$ cat src/rtl/multicycle_mips_core.sv
// Multi-cycle MIPS-subset core: FETCH/DECODE/EXEC/MEM/WB sequencer with separate
// instruction and data memory handshakes and a combinational register debug port.
module multicycle_mips_core #(
  parameter int              DATA_W   = 32,
  parameter int              REG_N    = 32,
  parameter int              ADDR_W   = 32,
  parameter logic [ADDR_W-1:0] RESET_PC = '0
) (
  input  logic                      clk,
  input  logic                      rst,
  output logic                      imem_req,
  output logic [ADDR_W-1:0]         imem_addr,
  input  logic [31:0]               imem_rdata,
  input  logic                      imem_ready,
  output logic                      dmem_req,
  output logic                      dmem_we,
  output logic [ADDR_W-1:0]         dmem_addr,
  output logic [DATA_W-1:0]         dmem_wdata,
  input  logic [DATA_W-1:0]         dmem_rdata,
  input  logic                      dmem_ready,
  input  logic [$clog2(REG_N)-1:0]  dbg_sel,
  output logic [DATA_W-1:0]         dbg_data,
  output logic [ADDR_W-1:0]         pc,
  output logic                      retire,
  output logic                      illegal,
  output logic                      halted
);

  localparam int RIDX_W = $clog2(REG_N);

  localparam logic [5:0] OP_R    = 6'b000000;
  localparam logic [5:0] OP_LW   = 6'b100011;
  localparam logic [5:0] OP_SW   = 6'b101011;
  localparam logic [5:0] OP_BEQ  = 6'b000100;
  localparam logic [5:0] OP_BNE  = 6'b000101;
  localparam logic [5:0] OP_ADDI = 6'b001000;
  localparam logic [5:0] OP_J    = 6'b000010;
  localparam logic [5:0] OP_HALT = 6'b111111;

  localparam logic [5:0] FN_ADD = 6'b100000;
  localparam logic [5:0] FN_SUB = 6'b100010;
  localparam logic [5:0] FN_AND = 6'b100100;
  localparam logic [5:0] FN_OR  = 6'b100101;
  localparam logic [5:0] FN_SLT = 6'b101010;
  localparam logic [5:0] FN_SLL = 6'b000000;
  localparam logic [5:0] FN_SRL = 6'b000010;

  typedef enum logic [2:0] {
    S_FETCH, S_DECODE, S_EXEC, S_MEM, S_WB, S_HALT
  } state_t;

  state_t state, state_n;

  logic [31:0]       ir;
  logic [DATA_W-1:0] a_reg, b_reg, imm_reg, alu_reg, mdr;
  logic [ADDR_W-1:0] mem_addr;
  logic [DATA_W-1:0] regs [REG_N];

  logic [5:0]        op, funct;
  logic [4:0]        rs, rt, rd, shamt, wb_idx;
  logic [15:0]       imm16;
  logic [DATA_W-1:0] imm_ext, rs_val, rt_val, alu_res, wb_data;
  logic              funct_ok, br_take, pc_we, reg_we;
  logic [ADDR_W-1:0] pc_n, pc_plus4, br_off, j_target;

  assign op    = ir[31:26];
  assign rs    = ir[25:21];
  assign rt    = ir[20:16];
  assign rd    = ir[15:11];
  assign shamt = ir[10:6];
  assign funct = ir[5:0];
  assign imm16 = ir[15:0];

  assign imm_ext  = {{(DATA_W-16){imm16[15]}}, imm16};
  assign pc_plus4 = pc + ADDR_W'(4);
  assign br_off   = {{(ADDR_W-18){imm16[15]}}, imm16, 2'b00};
  // Jump keeps the top four bits of pc+4; assumes ADDR_W > 28.
  assign j_target = {pc_plus4[ADDR_W-1:28], ir[25:0], 2'b00};
  assign br_take  = (a_reg == b_reg) ^ (op == OP_BNE);

  assign imem_addr  = pc;
  assign dmem_addr  = mem_addr;
  assign dmem_wdata = b_reg;
  assign halted     = (state == S_HALT);

  assign wb_idx  = (op == OP_R) ? rd : rt;
  assign wb_data = (op == OP_LW) ? mdr : alu_reg;

  // Register reads; r0 and indices beyond REG_N read as zero.
  always_comb begin
    rs_val   = '0;
    rt_val   = '0;
    dbg_data = '0;
    if (rs != 5'd0 && int'(rs) < REG_N) rs_val = regs[RIDX_W'(rs)];
    if (rt != 5'd0 && int'(rt) < REG_N) rt_val = regs[RIDX_W'(rt)];
    if (dbg_sel != '0 && int'(dbg_sel) < REG_N) dbg_data = regs[dbg_sel];
  end

  always_comb begin
    alu_res  = a_reg + imm_reg;
    funct_ok = 1'b1;
    if (op == OP_R) begin
      unique case (funct)
        FN_ADD:  alu_res = a_reg + b_reg;
        FN_SUB:  alu_res = a_reg - b_reg;
        FN_AND:  alu_res = a_reg & b_reg;
        FN_OR:   alu_res = a_reg | b_reg;
        FN_SLT:  alu_res = DATA_W'($signed(a_reg) < $signed(b_reg));
        FN_SLL:  alu_res = b_reg << shamt;
        FN_SRL:  alu_res = b_reg >> shamt;
        default: begin
          alu_res  = '0;
          funct_ok = 1'b0;
        end
      endcase
    end
  end

  always_ff @(posedge clk or posedge rst) begin
    if (rst) state <= S_FETCH;
    else     state <= state_n;
  end

  // Handshakes: a request is held with stable address/data/we until the matching
  // ready is sampled high on a rising edge; that edge completes the transfer.
  always_comb begin
    state_n  = state;
    imem_req = 1'b0;
    dmem_req = 1'b0;
    dmem_we  = 1'b0;
    retire   = 1'b0;
    illegal  = 1'b0;
    pc_we    = 1'b0;
    pc_n     = pc_plus4;
    reg_we   = 1'b0;
    unique case (state)
      S_FETCH: begin
        imem_req = 1'b1;
        if (imem_ready) state_n = S_DECODE;
      end
      S_DECODE: state_n = S_EXEC;
      S_EXEC: begin
        unique case (op)
          OP_R, OP_ADDI: begin
            if (funct_ok) begin
              state_n = S_WB;
            end else begin
              retire  = 1'b1;
              illegal = 1'b1;
              pc_we   = 1'b1;
              state_n = S_FETCH;
            end
          end
          OP_LW, OP_SW: state_n = S_MEM;
          OP_BEQ, OP_BNE: begin
            retire  = 1'b1;
            pc_we   = 1'b1;
            pc_n    = br_take ? pc_plus4 + br_off : pc_plus4;
            state_n = S_FETCH;
          end
          OP_J: begin
            retire  = 1'b1;
            pc_we   = 1'b1;
            pc_n    = j_target;
            state_n = S_FETCH;
          end
          OP_HALT: begin
            retire  = 1'b1;
            state_n = S_HALT;
          end
          default: begin
            retire  = 1'b1;
            illegal = 1'b1;
            pc_we   = 1'b1;
            state_n = S_FETCH;
          end
        endcase
      end
      S_MEM: begin
        dmem_req = 1'b1;
        dmem_we  = (op == OP_SW);
        if (dmem_ready) begin
          if (op == OP_SW) begin
            retire  = 1'b1;
            pc_we   = 1'b1;
            state_n = S_FETCH;
          end else begin
            state_n = S_WB;
          end
        end
      end
      S_WB: begin
        reg_we  = (wb_idx != 5'd0) && (int'(wb_idx) < REG_N);
        retire  = 1'b1;
        pc_we   = 1'b1;
        state_n = S_FETCH;
      end
      S_HALT: state_n = S_HALT;
      default: state_n = S_FETCH;
    endcase
    // Reset must withdraw any outstanding request immediately.
    if (rst) begin
      imem_req = 1'b0;
      dmem_req = 1'b0;
      dmem_we  = 1'b0;
    end
  end

  always_ff @(posedge clk or posedge rst) begin
    if (rst) begin
      pc       <= RESET_PC;
      ir       <= '0;
      a_reg    <= '0;
      b_reg    <= '0;
      imm_reg  <= '0;
      alu_reg  <= '0;
      mdr      <= '0;
      mem_addr <= '0;
      for (int i = 0; i < REG_N; i++) regs[i] <= '0;
    end else begin
      if (pc_we) pc <= pc_n;
      unique case (state)
        S_FETCH:  if (imem_ready) ir <= imem_rdata;
        S_DECODE: begin
          a_reg   <= rs_val;
          b_reg   <= rt_val;
          imm_reg <= imm_ext;
        end
        S_EXEC: begin
          alu_reg  <= alu_res;
          mem_addr <= ADDR_W'(a_reg + imm_reg);
        end
        S_MEM:    if (dmem_ready && op == OP_LW) mdr <= dmem_rdata;
        S_WB:     if (reg_we) regs[RIDX_W'(wb_idx)] <= wb_data;
        default:  ;
      endcase
    end
  end

endmodule

$ cat config.mk
export PLATFORM = sky130hd
export DESIGN_NAME = multicycle_mips_core
export DESIGN_NICKNAME = d
export VERILOG_FILES = /design/src/rtl/multicycle_mips_core.sv
export SDC_FILE = /design/constraint.sdc
export NUM_CORES = 2
export LEC_CHECK = 0
export CORE_MARGIN = 5
export CORE_UTILIZATION = 35
export DETAILED_ROUTE_END_ITERATION = 16
export GPL_ROUTABILITY_DRIVEN = 0
export GPL_TIMING_DRIVEN = 0
export MAX_ROUTING_LAYER = met4
export PLACE_DENSITY = 0.59
export SLEW_MARGIN = 10
export SYNTH_ARGS = -nofsm -noshare
export SYNTH_HDL_FRONTEND = slang
export SYNTH_SLANG_ARGS = --single-unit
$ cat constraint.sdc
create_clock -name clk -period 99.2 [get_ports clk]
set_input_delay 24.8 -clock clk [delete_from_list [all_inputs] [get_ports clk]]
set_output_delay 24.8 -clock clk [all_outputs]
set_load 0.01 [all_outputs]
# After elaboration in Yosys (flattened, before gate mapping)
# Cells that the tools add are included.
# classes
n_reduce_logical	19
n_eq_ne	21
muxes	46
magnitude_cmp	6
bitwise_logic	7
shifts	2
n_addsub	5
# op_table
cell	count
$bwmux 1024	1
$bmux 32 s5	3
$mux 32	14
$pmux 32 s7	1
$demux 32 s5	1
$add 32x32->32	3
$pmux 32 s2	1
$eq 6x6->1 const B	8
$add 32x3->32 const B	1
$and 32x32->32	1
$eq 32x32->1	1
$lt 32x32->1	1
$or 32x32->32	1
$shl 32x5->32	1
$shr 32x5->32	1
$sub 32x32->32	1
$ge 6x6->1 const B	4
$not 5->6	4
$reduce_bool 5->1	4
$pmux 3 s5	1
$mux 1	13
$eq 6x2->1 const B	2
$eq 6x3->1 const B	2
$logic_not 6->1	2
other kinds (19)	34
# totals
word_cells	147
ff_bits	1267
output_inout_bits	166

# Depth between registers and ports, before layout
# depth
word_depth	8
mapped_depth	18
mapped_depth_nobuf	16

# Worst setup path after synthesis
# No wires, ideal clock.
# synth_path
path_type	input to output
startpoint	input dbg_sel[0]
endpoint	output dbg_data[10]
stages	7
path_slack_ns	47.409
t_arrival_ns	26.991
path_buffers	3
cell_sequence	clkbuf_1 > buf_2 > buf_1 > mux4_2 > mux4_2 > mux2i_1 > nor2_1
# synth_between
elab_chain_cells	5
# synth_rtl
element	line_no	rtl
start, declared	21	input logic [$clog2(REG_N)-1:0] dbg_sel,
$not 5->6 (not written as such)	96	if (dbg_sel != '0 && int'(dbg_sel) < REG_N) dbg_data = regs[dbg_sel];
$bmux 32 s5	96	
$mux 32 (not written as such) (2 in series)	96	
$mux 32 *	96	
end, declared	22	output logic [DATA_W-1:0] dbg_data,
# Every way passes the cells marked *; elsewhere a longest branch is shown, timed or not. The select of a mux whose other input is x is not followed.

# Final worst setup path
# layout_path
startpoint	input dbg_sel[0]
endpoint	output dbg_data[12]
# Same word-level chain as after synthesis.

==> results.py <==
metrics = {
    "status": {
        "status": "complete, but fails checks",
        "violations": "capacitance limit, slew limit",
    },
    "logic_synthesis": {
        "synth_edf_count": 0,
        "syn_avg_cell_area_sq_um": 10.5,
        "netlist.area_leader.share_pct": 38.4,
        "ys_async_sr_fraction_pct": 100,
        "synth-seq-cells": 1265,
        "synthCells": 7864,
        "yosysSeqAreaShare_pct": 38.4,
        "ys_types": 110,
        "netlist_area_sq_um": 82400,
        "ys_warn_count": 0,
        "synth.area.top_cells": "dfrtp_1 38%, mux4_2 21%, a21oi_1 5.7%",
        "synth_ff_type": "dfrtp_1",
        "synth_top_cell_by_area": "dfrtp_1",
    },
    "worst_setup_path": {
        "crit_fanout": 10,
        "critPathArrivalTime_ps": 29490,
        "r2r-start": "ir[22]",
        "start_kind": "input pin",
        "ff2ff_setup_slack_ps": 93220,
        "critPathRequiredTime_ps": 74400,
        "reg2reg_depth": 10,
        "crit_type": "in2out",
        "end_kind": "output port",
        "worstReg2RegEnd": "a_reg[30]",
    },
    "final_layout": {
        "instances_no_fill": 11500,
        "top_register": "regs",
        "drive_above_1_share_pct": 18.1,
        "layout.cells.most_common": "dfrtp_1",
        "nNetsFinal": 8504,
        "area_growth_syn_to_layout_pct": 14.3,
        "largest_register_ffs": 1024,
        "design_area_sq_um": 94200,
        "layout_common_cells": "1265 x dfrtp_1, 946 x a21oi_1, 882 x nor2_1",
    },
    "placed_design": {
        "io_buffer_count": 231,
        "place_inst": 11300,
        "placed_cell_area_sq_um": 89200,
        "hpwl_mm": 295,
    },
    "die": {
        "die_h_um": 495,
        "fp.dieArea_sq_um": 245000,
        "initial_core_util_pct": 35.1,
        "core_area_sq_um": 235000,
        "num_rows": 178,
        "fp.dieW_um": 495,
        "pin_count": 239,
    },
    "clock_network": {
        "root_buffer": "clkbuf_16",
        "clk_latency_ps": 820,
        "htree_levels": 4,
        "clk_path_buf_depth": 3,
        "clk_pin_slew_worst_paths_ps": 50,
        "post_cts_buffers": 0,
        "tritoncts": "yes",
        "cts_hold_buf": 0,
        "post_cts_resized": 0,
        "cts_sinks": 1265,
        "cts_inserted_buffers": 140,
    },
    "hold_path": {
        "min_to": "dmem_addr[3]",
        "hold_path.class": "reg2reg",
        "min_path_cells": 2,
        "min_from": "dmem_addr[3]",
    },
    "grt": {
        "grt_max_degree": 118,
        "grt.overflow.total": 0,
        "grt.total_usage_pct": 30.6,
        "grt_pass1_wl_mm": 527,
        "grt_pass1_vias": 71700,
        "antenna_found_initial": 22,
    },
    "timing": {
        "tightest_slew_ps": 1540,
        "setup_violations": 0,
        "final.min_clock_period_ps": 54290,
        "finalCritPeriodShare_pct": 54.7,
        "fmaxAchievable_mhz": 18.4,
        "fin_tns_setup_ps": 0,
        "hold_violations": 0,
        "slew_headroom_pct": -5.41,
        "rsz0062_at_grt": "false",
        "drv_slew": 22,
        "clock_skew_ps": 46.2,
    },
    "drt": {
        "drc": 0,
        "first_pass_iters": 12,
        "drt_iter0_drc": 12800,
        "wl_mm": 375,
        "wl_per_cell_um": 32.5,
        "ant_nets": 0,
        "via_per_inst": 6.51,
        "via_count": 75100,
    },
    "power": {
        "p_sw_share_pct": 49.0,
        "power.share.combinational_pct": 55.7,
        "p_clk_share_pct": 17.0,
        "power_frac_seq_pct": 27.3,
        "p_switching_mw": 1.62,
        "p_int_mw": 1.68,
        "p_per_area_nw_per_um2": 35.0,
        "p_leak_nw": 39.0,
        "ir_drop_uv": 20.9,
    },
    "flow_run": {
        "cap_violations": 6,
    },
}
## metrics by stage
stage | setup slack [ps] | utilization (%) | power [mW] | hold slack, ps
after global routing | 44890 | 40.1 | 3.39 | 499
after global placement | 24320 | 37.8 | 2.58 | 451
final | 44910 | 40.1 | 3.30 | 477
after detailed placement | 45190 | 38.0 | 2.63 | 455
after floorplan | 38750 | - | 1.92 | 438
after CTS | 45170 | 40.1 | 3.19 | 471
## critical path, cell delays in order
cell	delay, ps
clkbuf_1	350
clkbuf_1	1090
clkbuf_1	840
mux4_2	680
mux4_2	600
mux2i_1	500
nor2_1	90
clkdlybuf4s50_1	510
## logic make-up after synthesis
family	count (synthesis)	share of synthesized area, %
other	1	0.00455
AO/OA/AOI/OAI	2233	15.7
AND/OR/NAND/NOR	1905	9.83
flip-flops	1265	38.4
XOR/XNOR	88	0.944
multiplexers	1280	27.8
adder cells (fa/ha/maj)	166	2.56
buffers and inverters	926	4.71
## power groups by stage
stage	Clock (mW)	Sequential [mW]	Combinational [mW]
after floorplan	0	0.817	1.10
after global placement	0	0.877	1.70
after detailed placement	0	0.894	1.73
after CTS	0.560	0.886	1.74
after global routing	0.581	0.916	1.89
final	0.559	0.901	1.84
## cell usage after synthesis (11+ instances only)
cell / instances
o21ai_1: 44
nand2_1: 653
a22o_1: 16
nand2b_1: 22
nor2_1: 882
nand3_1: 57
and3_1: 20
o221ai_1: 82
nand4_1: 22
mux2i_1: 320
buf_4: 39
o211ai_1: 25
a221oi_1: 36
xnor2_1: 51
ha_1: 162
o21ai_0: 620
buf_2: 160
a211o_1: 13
or3_1: 22
a21oi_1: 946
a21o_1: 59
a221o_1: 22
a22oi_1: 15
clkbuf_1: 495
nor4_1: 11
o31ai_1: 16
o32ai_1: 25
a211oi_1: 19
nand3b_1: 17
a31oi_1: 24
o21bai_1: 18
o21a_1: 20
mux2_2: 170
nor3_1: 80
o22ai_1: 153
dfrtp_1: 1265
buf_1: 94
mux4_2: 784
xor2_1: 36
inv_1: 129
nor2b_1: 39
## worst max-delay path by stage
| stage | start | cells after the start | endpoint | slack [ps] |
|---|---|---|---|---|
| floorplan | rst | 1 | a_reg[0] | 38750 |
| global placement | rst | 2 | regs[311] | 24320 |
| detailed placement | dbg_sel[0] | 8 | dbg_data[13] | 45190 |
| CTS | dbg_sel[0] | 8 | dbg_data[11] | 45170 |
| global route | dbg_sel[0] | 8 | dbg_data[12] | 44890 |
| finish | dbg_sel[0] | 8 | dbg_data[12] | 44910 |
## per-layer routing
| layer | wire length [um] | track usage (%) | vias to the layer above |
|---|---|---|---|
| met5 | 0 | - | - |
| met4 | 23900 | 14.7 | 0 |
| met1 | 134000 | 37.6 | 37500 |
| li1 | - | - | 30200 |
| met2 | 155000 | 42.3 | 6183 |
| met3 | 63300 | 14.2 | 1216 |
## cell type report
| class | count | area (sq um) |
|---|---|---|
| multi-input cells | 5676 | 47000 |
| plain buffers | 795 | 3430 |
| fillers | 22800 | 141000 |
| well taps | 3150 | 3940 |
| flip-flops and latches | 1265 | 31700 |
| inverters | 131 | 499 |
| diodes | 24 | 60.1 |
| clock buffers | 200 | 4090 |
| repair buffers | 256 | 2800 |
| clock inverters | 45 | 701 |
Note: power is estimated with default switching activity, not from simulation.
